$ cat config.mk
export PLATFORM = sky130hd
export DESIGN_NAME = top_unit
export DESIGN_NICKNAME = d
export VERILOG_FILES = /design/src/rtl/top_unit_pkg.sv /design/src/rtl/top_unit_if.sv /design/src/rtl/top_unit_control.sv /design/src/rtl/top_unit_datapath.sv /design/src/rtl/top_unit_hex7seg.sv /design/src/rtl/top_unit.sv
export SDC_FILE = /design/constraint.sdc
export NUM_CORES = 1
export LEC_CHECK = 0
export CORE_MARGIN = 5
export CORE_UTILIZATION = 30
export CTS_CLUSTER_SIZE = 12
export DETAILED_ROUTE_END_ITERATION = 16
export GPL_TIMING_DRIVEN = 0
export PLACE_DENSITY = 0.53
export SYNTH_ARGS = -nofsm -noshare
export SYNTH_HDL_FRONTEND = slang
export SYNTH_SLANG_ARGS = --single-unit
$ cat constraint.sdc
create_clock -name clk -period 2.2 [get_ports clk]
set_clock_uncertainty 0.2 [all_clocks]
set_input_delay 0.22 -clock clk [delete_from_list [all_inputs] [get_ports clk]]
set_output_delay 0.22 -clock clk [all_outputs]
set_load 0.01 [all_outputs]
$ cat src/rtl/top_unit_pkg.sv
// Shared types and constants for the byte-capture display unit:
// control FSM states and the active-low seven-segment lookup table.
package top_unit_pkg;

    typedef enum logic [1:0] {
        S_IDLE = 2'd0,
        S_LOAD = 2'd1,
        S_DONE = 2'd2
    } state_t;

    // Active-low segments, bit order {g,f,e,d,c,b,a}, indexed by hex digit.
    localparam logic [6:0] SEG_TABLE [16] = '{
        7'h40, 7'h79, 7'h24, 7'h30, 7'h19, 7'h12, 7'h02, 7'h78,
        7'h00, 7'h10, 7'h08, 7'h03, 7'h46, 7'h21, 7'h06, 7'h0E
    };

    function automatic logic [6:0] hex_to_seg(input logic [3:0] digit);
        return SEG_TABLE[digit];
    endfunction

endpackage

$ cat src/rtl/top_unit_if.sv
// Capture handshake between the control FSM (master) and the datapath (slave).
interface top_unit_if;

    logic loaddata;
    logic inputdata_ready;

    modport master (
        output loaddata,
        input  inputdata_ready
    );

    modport slave (
        input  loaddata,
        output inputdata_ready
    );

endinterface

$ cat src/rtl/top_unit_control.sv
// Control FSM: opens the capture window in S_LOAD and closes it for one
// cycle after each completed capture.
module controlunit
    import top_unit_pkg::*;
(
    input  logic       clk,
    input  logic       reset,
    top_unit_if.master hs
);

    state_t state;

    // loaddata is registered alongside the state so it is glitch-free.
    always_ff @(posedge clk) begin
        if (reset) begin
            state       <= S_IDLE;
            hs.loaddata <= 1'b0;
        end else begin
            unique case (state)
                S_IDLE: begin
                    state       <= S_LOAD;
                    hs.loaddata <= 1'b1;
                end
                S_LOAD: begin
                    if (hs.inputdata_ready) begin
                        state       <= S_DONE;
                        hs.loaddata <= 1'b0;
                    end
                end
                S_DONE: begin
                    state       <= S_LOAD;
                    hs.loaddata <= 1'b1;
                end
                default: begin
                    state       <= S_IDLE;
                    hs.loaddata <= 1'b0;
                end
            endcase
        end
    end

endmodule

$ cat src/rtl/top_unit_datapath.sv
// Datapath: synchronizes the enter button, detects its rising edge, shifts
// captured bytes through cur/prev and decodes both onto four displays.
module datapathunit
    import top_unit_pkg::*;
(
    input  logic       clk,
    input  logic       reset,
    input  logic       enter,
    input  logic [7:0] inputdata,
    top_unit_if.slave  hs,
    output logic [6:0] disp3,
    output logic [6:0] disp2,
    output logic [6:0] disp1,
    output logic [6:0] disp0
);

    logic       sync1;
    logic       sync2;
    logic       enterhist;
    logic       enterpulse;
    logic       capture;
    logic [7:0] prev;
    logic [7:0] cur;

    assign enterpulse = sync2 & ~enterhist;
    assign capture    = enterpulse & hs.loaddata;

    // Clearing the edge history on reset makes a button held through reset
    // look like a fresh press once reset is released.
    always_ff @(posedge clk) begin
        if (reset) begin
            sync1              <= 1'b0;
            sync2              <= 1'b0;
            enterhist          <= 1'b0;
            prev               <= 8'h00;
            cur                <= 8'h00;
            hs.inputdata_ready <= 1'b0;
        end else begin
            sync1              <= enter;
            sync2              <= sync1;
            enterhist          <= sync2;
            hs.inputdata_ready <= capture;
            if (capture) begin
                prev <= cur;
                cur  <= inputdata;
            end
        end
    end

    hex7seg u_seg3 (.digit(prev[7:4]), .seg(disp3));
    hex7seg u_seg2 (.digit(prev[3:0]), .seg(disp2));
    hex7seg u_seg1 (.digit(cur[7:4]),  .seg(disp1));
    hex7seg u_seg0 (.digit(cur[3:0]),  .seg(disp0));

endmodule

$ cat src/rtl/top_unit_hex7seg.sv
// One hex digit to one active-low seven-segment pattern.
module hex7seg
    import top_unit_pkg::*;
(
    input  logic [3:0] digit,
    output logic [6:0] seg
);

    assign seg = hex_to_seg(digit);

endmodule

$ cat src/rtl/top_unit.sv
// Top level: button polarity glue plus one control FSM and one datapath
// joined by the capture handshake.
module top_unit
    import top_unit_pkg::*;
(
    input  logic       clk,
    input  logic       reset,
    input  logic       nenter,
    input  logic [7:0] inputdata,
    output logic [6:0] disp3,
    output logic [6:0] disp2,
    output logic [6:0] disp1,
    output logic [6:0] disp0
);

    logic enter;

    assign enter = ~nenter;

    top_unit_if hs ();

    controlunit u_ctrl (
        .clk   (clk),
        .reset (reset),
        .hs    (hs)
    );

    datapathunit u_dp (
        .clk       (clk),
        .reset     (reset),
        .enter     (enter),
        .inputdata (inputdata),
        .hs        (hs),
        .disp3     (disp3),
        .disp2     (disp2),
        .disp1     (disp1),
        .disp0     (disp0)
    );

endmodule

==> run_results.csv, run 1 <==
group,metric,value,unit
run_status,status,"complete, no violations",
setup_path,r2r-start,"u_ctrl.state[0]",
placed_design,dp_slack,-0.166,ns
die,rows,28,
power_and_ir_drop,ir_worst_vdd,0.396,mV
clock_tree,clk_pin_slew,0.07,ns
setup_path,start_kind,"flop",
sta,relSlewSlack,83.7,%
drt,first_pass_iters,4,
power_and_ir_drop,p_sw,0.175,mW
clock_tree,clk_latency,0.26,ns
power_and_ir_drop,p_comb_share,13.0,%
placed_design,gp_congestion,0.789,
die,die_w,87.0,µm
setup_path,r2r_setup_slack,0.90,ns
clock_tree,cts_buffer_depth,2,
setup_path,rr_worst_depth,5,
drt,vias_per_cell,4.62,
synth,avgSynthCellArea,8.12,µm²
die,die_y,87.0,µm
power_and_ir_drop,p_total,0.745,mW
sta,rsz0062_at_grt,"false",
placed_design,port_buffers,38,
sta,min_period_over_period,95.3,%
power_and_ir_drop,p_leak,1.04,nW
layout,nets,307,
setup_path,arrival,1.68,ns
global_route,first_global_vias,1509,
synth,syn_inst,219,
flow_run,drv_cap,0,
layout,layout_common_cells,"41 x nand2_1, 27 x ha_1, 22 x a21oi_1",
drt,routed-via-count,1576,
sta,period_minus_slack,2.10,ns
min_path,hp-class,"reg -> reg",
clock_tree,htreeDepth,1,
setup_path,cp-end-kind,"primary output",
setup_path,critical_path_class,"reg -> out",
setup_path,crit_chain,"inv_2 -> ha_2 -> nor2b_2 -> a22o_1 -> clkdlybuf4s50_1",
sta,fmax,477,MHz
drt,drt_iter0_markers,58,
sta,final-hold-violation-count,0,
layout,area_growth,32.9,%
setup_path,required,1.78,ns
synth,yosysSeqAreaShare,24.8,%
synth,yosysUniqueCellTypes,33,
clock_tree,cts_tree,"built",
layout,final_common_cell,"nand2_1",
global_route,grt_usage,10.7,%
die,start_util,30.4,%
setup_path,critPathMaxStageDelay,0.53,ns
die,dieArea,7570,µm²
clock_tree,root_buffer,"clkbuf_8",
drt,drc,0,
power_and_ir_drop,power.share.sequential,54.3,%
power_and_ir_drop,p_per_area,315,nW/µm²
layout,drive_gt1_share,19.2,%
global_route,overflow,0,
global_route,grt_pass1_wl,6760,µm
clock_tree,clock_sinks,22,
drt,wl,3960,µm
drt,wl_per_cell,11.6,µm
sta,worst_slack,0.103,ns
power_and_ir_drop,power_frac_clock,32.7,%
layout,diodes,0,
synth,yosysWarnings,0,
sta,fin_setup_tns,0,ns
die,num_io_pins,39,
power_and_ir_drop,intPower,0.571,mW
clock_tree,cts_inserted_buffers,3,
min_path,hold_start,"u_ctrl.state[1]",
drt,postRouteAntennaNets,0,
die,core,5850,µm²
synth,ys_seq_elements,22,
min_path,holdPathEnd,"u_ctrl.state[1]",
setup_path,cp_max_fo,6,
min_path,min_delay_path_depth,1,
setup_path,timing.rr.end,"u_dp.prev[6]",
sta,drv_slew,0,
synth,synth_area,1780,µm²
clock_tree,cts_hold_buf,0,
global_route,grt_max_degree,12,
power_and_ir_drop,netSwitchingFraction,23.4,%
layout,fillCellCount,615,
synth,syn_nets,258,
placed_design,hpwl,2980,µm
sta,tightest_slew,0.244,ns
global_route,antenna_found_initial,0,
setup_path,crit_slowest_cell,"clkdlybuf4s50_1",
sta,setup-violations-final,0,
[Yosys cell counts, drive strengths merged]
master,n,area [µm²]
nand2,41,154
o21ai,13,65.1
and3b,2,17.5
mux2,3,33.8
clkbuf,2,7.51
a211oi,2,15.0
dfxtp,22,440
nor2b,4,27.5
o21a,5,37.5
or3b,2,17.5
nor4bb,1,10.0
a31oi,2,12.5
buf,12,77.6
nand3b,1,11.3
mux4,2,48.8
a31o,2,17.5
nand3,4,20.0
a22o,4,35.0
inv,12,45.0
a21oi,22,110
nand2b,2,12.5
nor2,14,55.1
a32o,2,20.0
ha,28,350
or2,2,12.5
mux2i,11,110
o211ai,2,15.0
[power groups by stage]
stage	clock network (mW)	registers, mW	logic (mW)
4_1_cts	0.258	0.405	0.0979
5_1_grt	0.271	0.406	0.108
2_1_floorplan	0	0.420	0.0520
3_3_place_gp	0	0.422	0.102
6_report	0.244	0.405	0.0970
3_5_place_dp	0	0.422	0.102
[kinds of logic (layout without fill, tap and decap cells)]
| family | Yosys count | after routing | share of synthesized area [%] |
|---|---|---|---|
| compound gates | 54 | 54 | 18.4 |
| fa+ha+maj | 28 | 28 | 19.7 |
| buf+inv | 26 | 73 | 7.31 |
| flops | 22 | 22 | 24.8 |
| mux | 16 | 16 | 10.8 |
| simple gates | 73 | 73 | 19.0 |
[area by class of cell]
class / instances / area (µm²) / area share, %
flip-flops and latches: 22 / 470 / 19.9
well taps: 75 / 93.8 / 3.97
multi-input cells: 171 / 1220 / 51.5
plain buffers: 13 / 82.6 / 3.49
repair buffers: 45 / 413 / 17.5
clock buffers: 3 / 41.3 / 1.75
inverters: 12 / 45.0 / 1.90
[through the flow]
stage | area [µm²] | hold slack (ns) | cells | util, %
finish | 2360 | 0.226 | 341 | 40.4
global placement | 2250 | 0.212 | 332 | 38.5
floorplan | 1780 | 0.0924 | 219 | -
CTS | 2330 | 0.230 | 337 | 39.8
detailed placement | 2250 | 0.219 | 332 | 38.5
global route | 2360 | 0.257 | 341 | 40.4
[worst max path at each step]
stage	startpoint	endpoint	slack [ns]	cells past startpoint
global route	u_dp.prev[1]	disp2[2]	0.008	5
floorplan	u_dp.prev[0]	disp2[3]	0.41	4
global placement	u_dp.cur[0]	disp0[3]	-0.16	5
CTS	u_dp.prev[4]	disp3[6]	0.001	5
detailed placement	u_dp.cur[0]	disp0[3]	-0.17	5
finish	u_dp.prev[1]	disp2[2]	0.10	5
[registers in the layout, indices dropped and copies added (netlist names)]
name                     cells
u_ctrl.state                 2
u_dp.sync2                   1
u_dp.cur                     8
u_dp.sync1                   1
u_dp.enterhist               1
u_dp.hs.inputdata_ready      1
u_dp.prev                    8
[what timing repair did]
item / in CTS / in global routing
gates cloned: 0 / 0
resized for setup: 45 / 13
pin swaps: 0 / 0
endpoints found under the setup margin: 28 / 13
buffers inserted: 3 / 4
[per-layer routing]
metal  global-route usage, %  wire (µm)  vias to the layer above
met4                    1.70          7                        0
met1                    13.5       1940                      712
met3                    2.37        172                        2
met5                       0          0                        -
li1                        -          -                      838
met2                    18.9       1840                       24
[critical path: cells and delay by family, from the launching register on]
family / cells / cell delay, ns
buffers and inverters: 2 / 0.60
flip-flops: 1 / 0.38
adder cells (fa/ha/maj): 1 / 0.19
AO/OA/AOI/OAI: 1 / 0.14
AND/OR/NAND/NOR: 1 / 0.12
No activity file was read; power rests on OpenSTA's default activity.
==> inputs of run 2 (changes only) <==
- GPL_ROUTABILITY_DRIVEN: unset -> 0
==> results of run 2 <==
Final layout, timing and power as in run 1 (identical DEF).
==> inputs of run 3 (changes only) <==
- CORE_ASPECT_RATIO: unset -> 0.6
==> run 3 against run 2 <==
Against the previous run: sequential share of layout area is essentially flat; total power grew 6.2%; first-iteration DRC count shrank 38%; final area grew 0.42%; worst setup slack lost 0.024 ns; combinational power grew 0.5%; wire length grew 1.2%; flip-flop and latch count is the same; core utilization grew 1.4 points; highest routed layer unchanged.
==> run_results.csv, run 3 (synthesis gave the netlist of run 1 again) <==
group,metric,value,unit
run_status,status,"complete, no violations",
power_and_ir_drop,p_per_area,334,nW/µm²
clock_tree,cts_buffer_depth,2,
setup_path,rr_worst_depth,5,
sta,fmax,471,MHz
placed_design,dp_cells,337,
die,dieArea,7620,µm²
global_route,overflow,0,
sta,final-hold-violation-count,0,
drt,postRouteAntennaNets,0,
setup_path,arrival,1.70,ns
power_and_ir_drop,p_total,0.792,mW
min_path,hp-class,"reg -> reg",
layout,reg_top3,"u_dp.cur: 8 flops, u_dp.prev: 8 flops, u_ctrl.state: 2 flops",
die,die_y,69.7,µm
drt,first_pass_iters,4,
clock_tree,clk_pin_slew,0.08,ns
drt,routed-via-count,1555,
layout,diodes,0,
layout,drive_gt1_share,19.9,%
clock_tree,cts_tree,"built",
clock_tree,cts_hold_buf,0,
setup_path,start_kind,"flop",
sta,drv_slew,0,
setup_path,r2r-start,"u_ctrl.state[0]",
drt,vias_per_cell,4.48,
global_route,first_global_vias,1428,
sta,relSlewSlack,83.5,%
setup_path,cp-end-kind,"primary output",
setup_path,setup.worst_path.end,"disp2[2]",
sta,min_period_over_period,96.4,%
die,start_util,31.3,%
setup_path,crit_slowest_cell,"clkdlybuf4s50_1",
power_and_ir_drop,p_leak,1.04,nW
power_and_ir_drop,ir_worst_vdd,0.225,mV
sta,setup-violations-final,0,
setup_path,path_depth,5,
global_route,antenna_found_initial,0,
layout,area_growth,33.5,%
clock_tree,clk_latency,0.26,ns
placed_design,hpwl,3060,µm
die,core,5680,µm²
flow_run,drv_cap,0,
setup_path,critical_path_class,"reg -> out",
drt,wl,4000,µm
die,num_io_pins,39,
placed_design,port_buffers,38,
clock_tree,root_buffer,"clkbuf_8",
setup_path,timing.rr.end,"u_dp.prev[4]",
drt,wl_per_cell,11.5,µm
setup_path,path_buf_inv,2,
clock_tree,cts_inserted_buffers,3,
sta,period_minus_slack,2.12,ns
clock_tree,clock_sinks,22,
layout,nets,307,
layout,layout_common_cells,"41 x nand2_1, 26 x ha_1, 22 x a21oi_1",
clock_tree,htreeDepth,1,
sta,tightest_slew,0.248,ns
setup_path,critPathMaxStageDelay,0.53,ns
setup_path,cp_max_fo,6,
die,die_w,109,µm
setup_path,r2r_setup_slack,0.87,ns
drt,drt_iter0_markers,36,
layout,fin_cells,347,
setup_path,cp_top_family,"buffers and inverters",
global_route,grt_pass1_wl,6520,µm
global_route,grt_max_degree,13,
setup_path,startpoint,"u_dp.prev[1]",
sta,rsz0062_at_grt,"false",
layout,final_common_cell,"nand2_1",
setup_path,crit_chain,"inv_2 -> ha_2 -> nor2b_2 -> a22o_1 -> clkdlybuf4s50_1",
drt,drc,0,
setup_path,required,1.78,ns
die,rows,21,
global_route,grt_usage,10.3,%
-- run 3: changes by cell type in the layout (fill, tap and decap cells not counted), sizes merged --
| cell | before | now |
|---|---|---|
| buf | 19 | 20 |
| clkbuf | 7 | 8 |
| clkdlybuf4s15 | 2 | 0 |
| dlygate4sd2 | 16 | 17 |
-- run 3: final cells by class --
cell class	instances	area (µm²)
multi-input combinational	171	1210
fill	595	3300
buffer	13	82.6
clock buffer	4	55.1
inverter	12	45.0
tap	80	100
timing repair buffer	45	407
sequential	22	472
-- run 3: worst reg2reg max path, stage by stage (launching register included) --
cell and delay (ns):
dfxtp_1 0.40, and3b_1 0.18, buf_4 0.16, buf_6 0.14, nand2_1 0.06, a21oi_1 0.12
-- run 3: timing repair --
item                                    4_1_cts  5_1_grt
pin swaps                                     0        0
gates resized for setup                      44       15
buffers inserted                              2        5
endpoints found under the setup margin       28       14
-- run 3: worst min path at each step --
stage	from	endpoint	slack, ns	depth (start not counted)
5_1_grt	u_ctrl.state[1]	u_ctrl.state[1]	0.26	1
4_1_cts	u_ctrl.state[1]	u_ctrl.state[1]	0.23	1
3_3_place_gp	u_ctrl.state[1]	u_ctrl.state[1]	0.22	1
2_1_floorplan	nenter	u_dp.sync1	0.09	1
6_report	u_ctrl.state[1]	u_ctrl.state[1]	0.23	1
3_5_place_dp	u_ctrl.state[1]	u_ctrl.state[1]	0.22	1
-- run 3: power breakdown --
group          internal, mW  switching [mW]  total (mW)
Combinational        0.0525          0.0450      0.0975
Sequential            0.396         0.00781       0.404
Clock                 0.160           0.131       0.290
-- run 3: stage by stage --
step / cell area (µm²) / setup WS [ns] / util, % / TNS [ns] / hold slack [ns]
after floorplan: 1780 / 0.407 / - / 0 / 0.0924
after CTS: 2330 / 0.00375 / 41.1 / 0 / 0.234
after detailed placement: 2260 / -0.138 / 39.8 / -0.355 / 0.216
after global placement: 2260 / -0.134 / 39.8 / -0.329 / 0.220
final: 2370 / 0.0786 / 41.8 / 0 / 0.231
after global routing: 2370 / 0.00967 / 41.8 / 0 / 0.256
-- run 3: per-layer routing --
metal  routed length [µm]  global-route usage [%]
met1                 2270                    15.5
met5                    0                       0
met3                  214                    3.26
met2                 1500                    14.3
met4                   11                    1.24
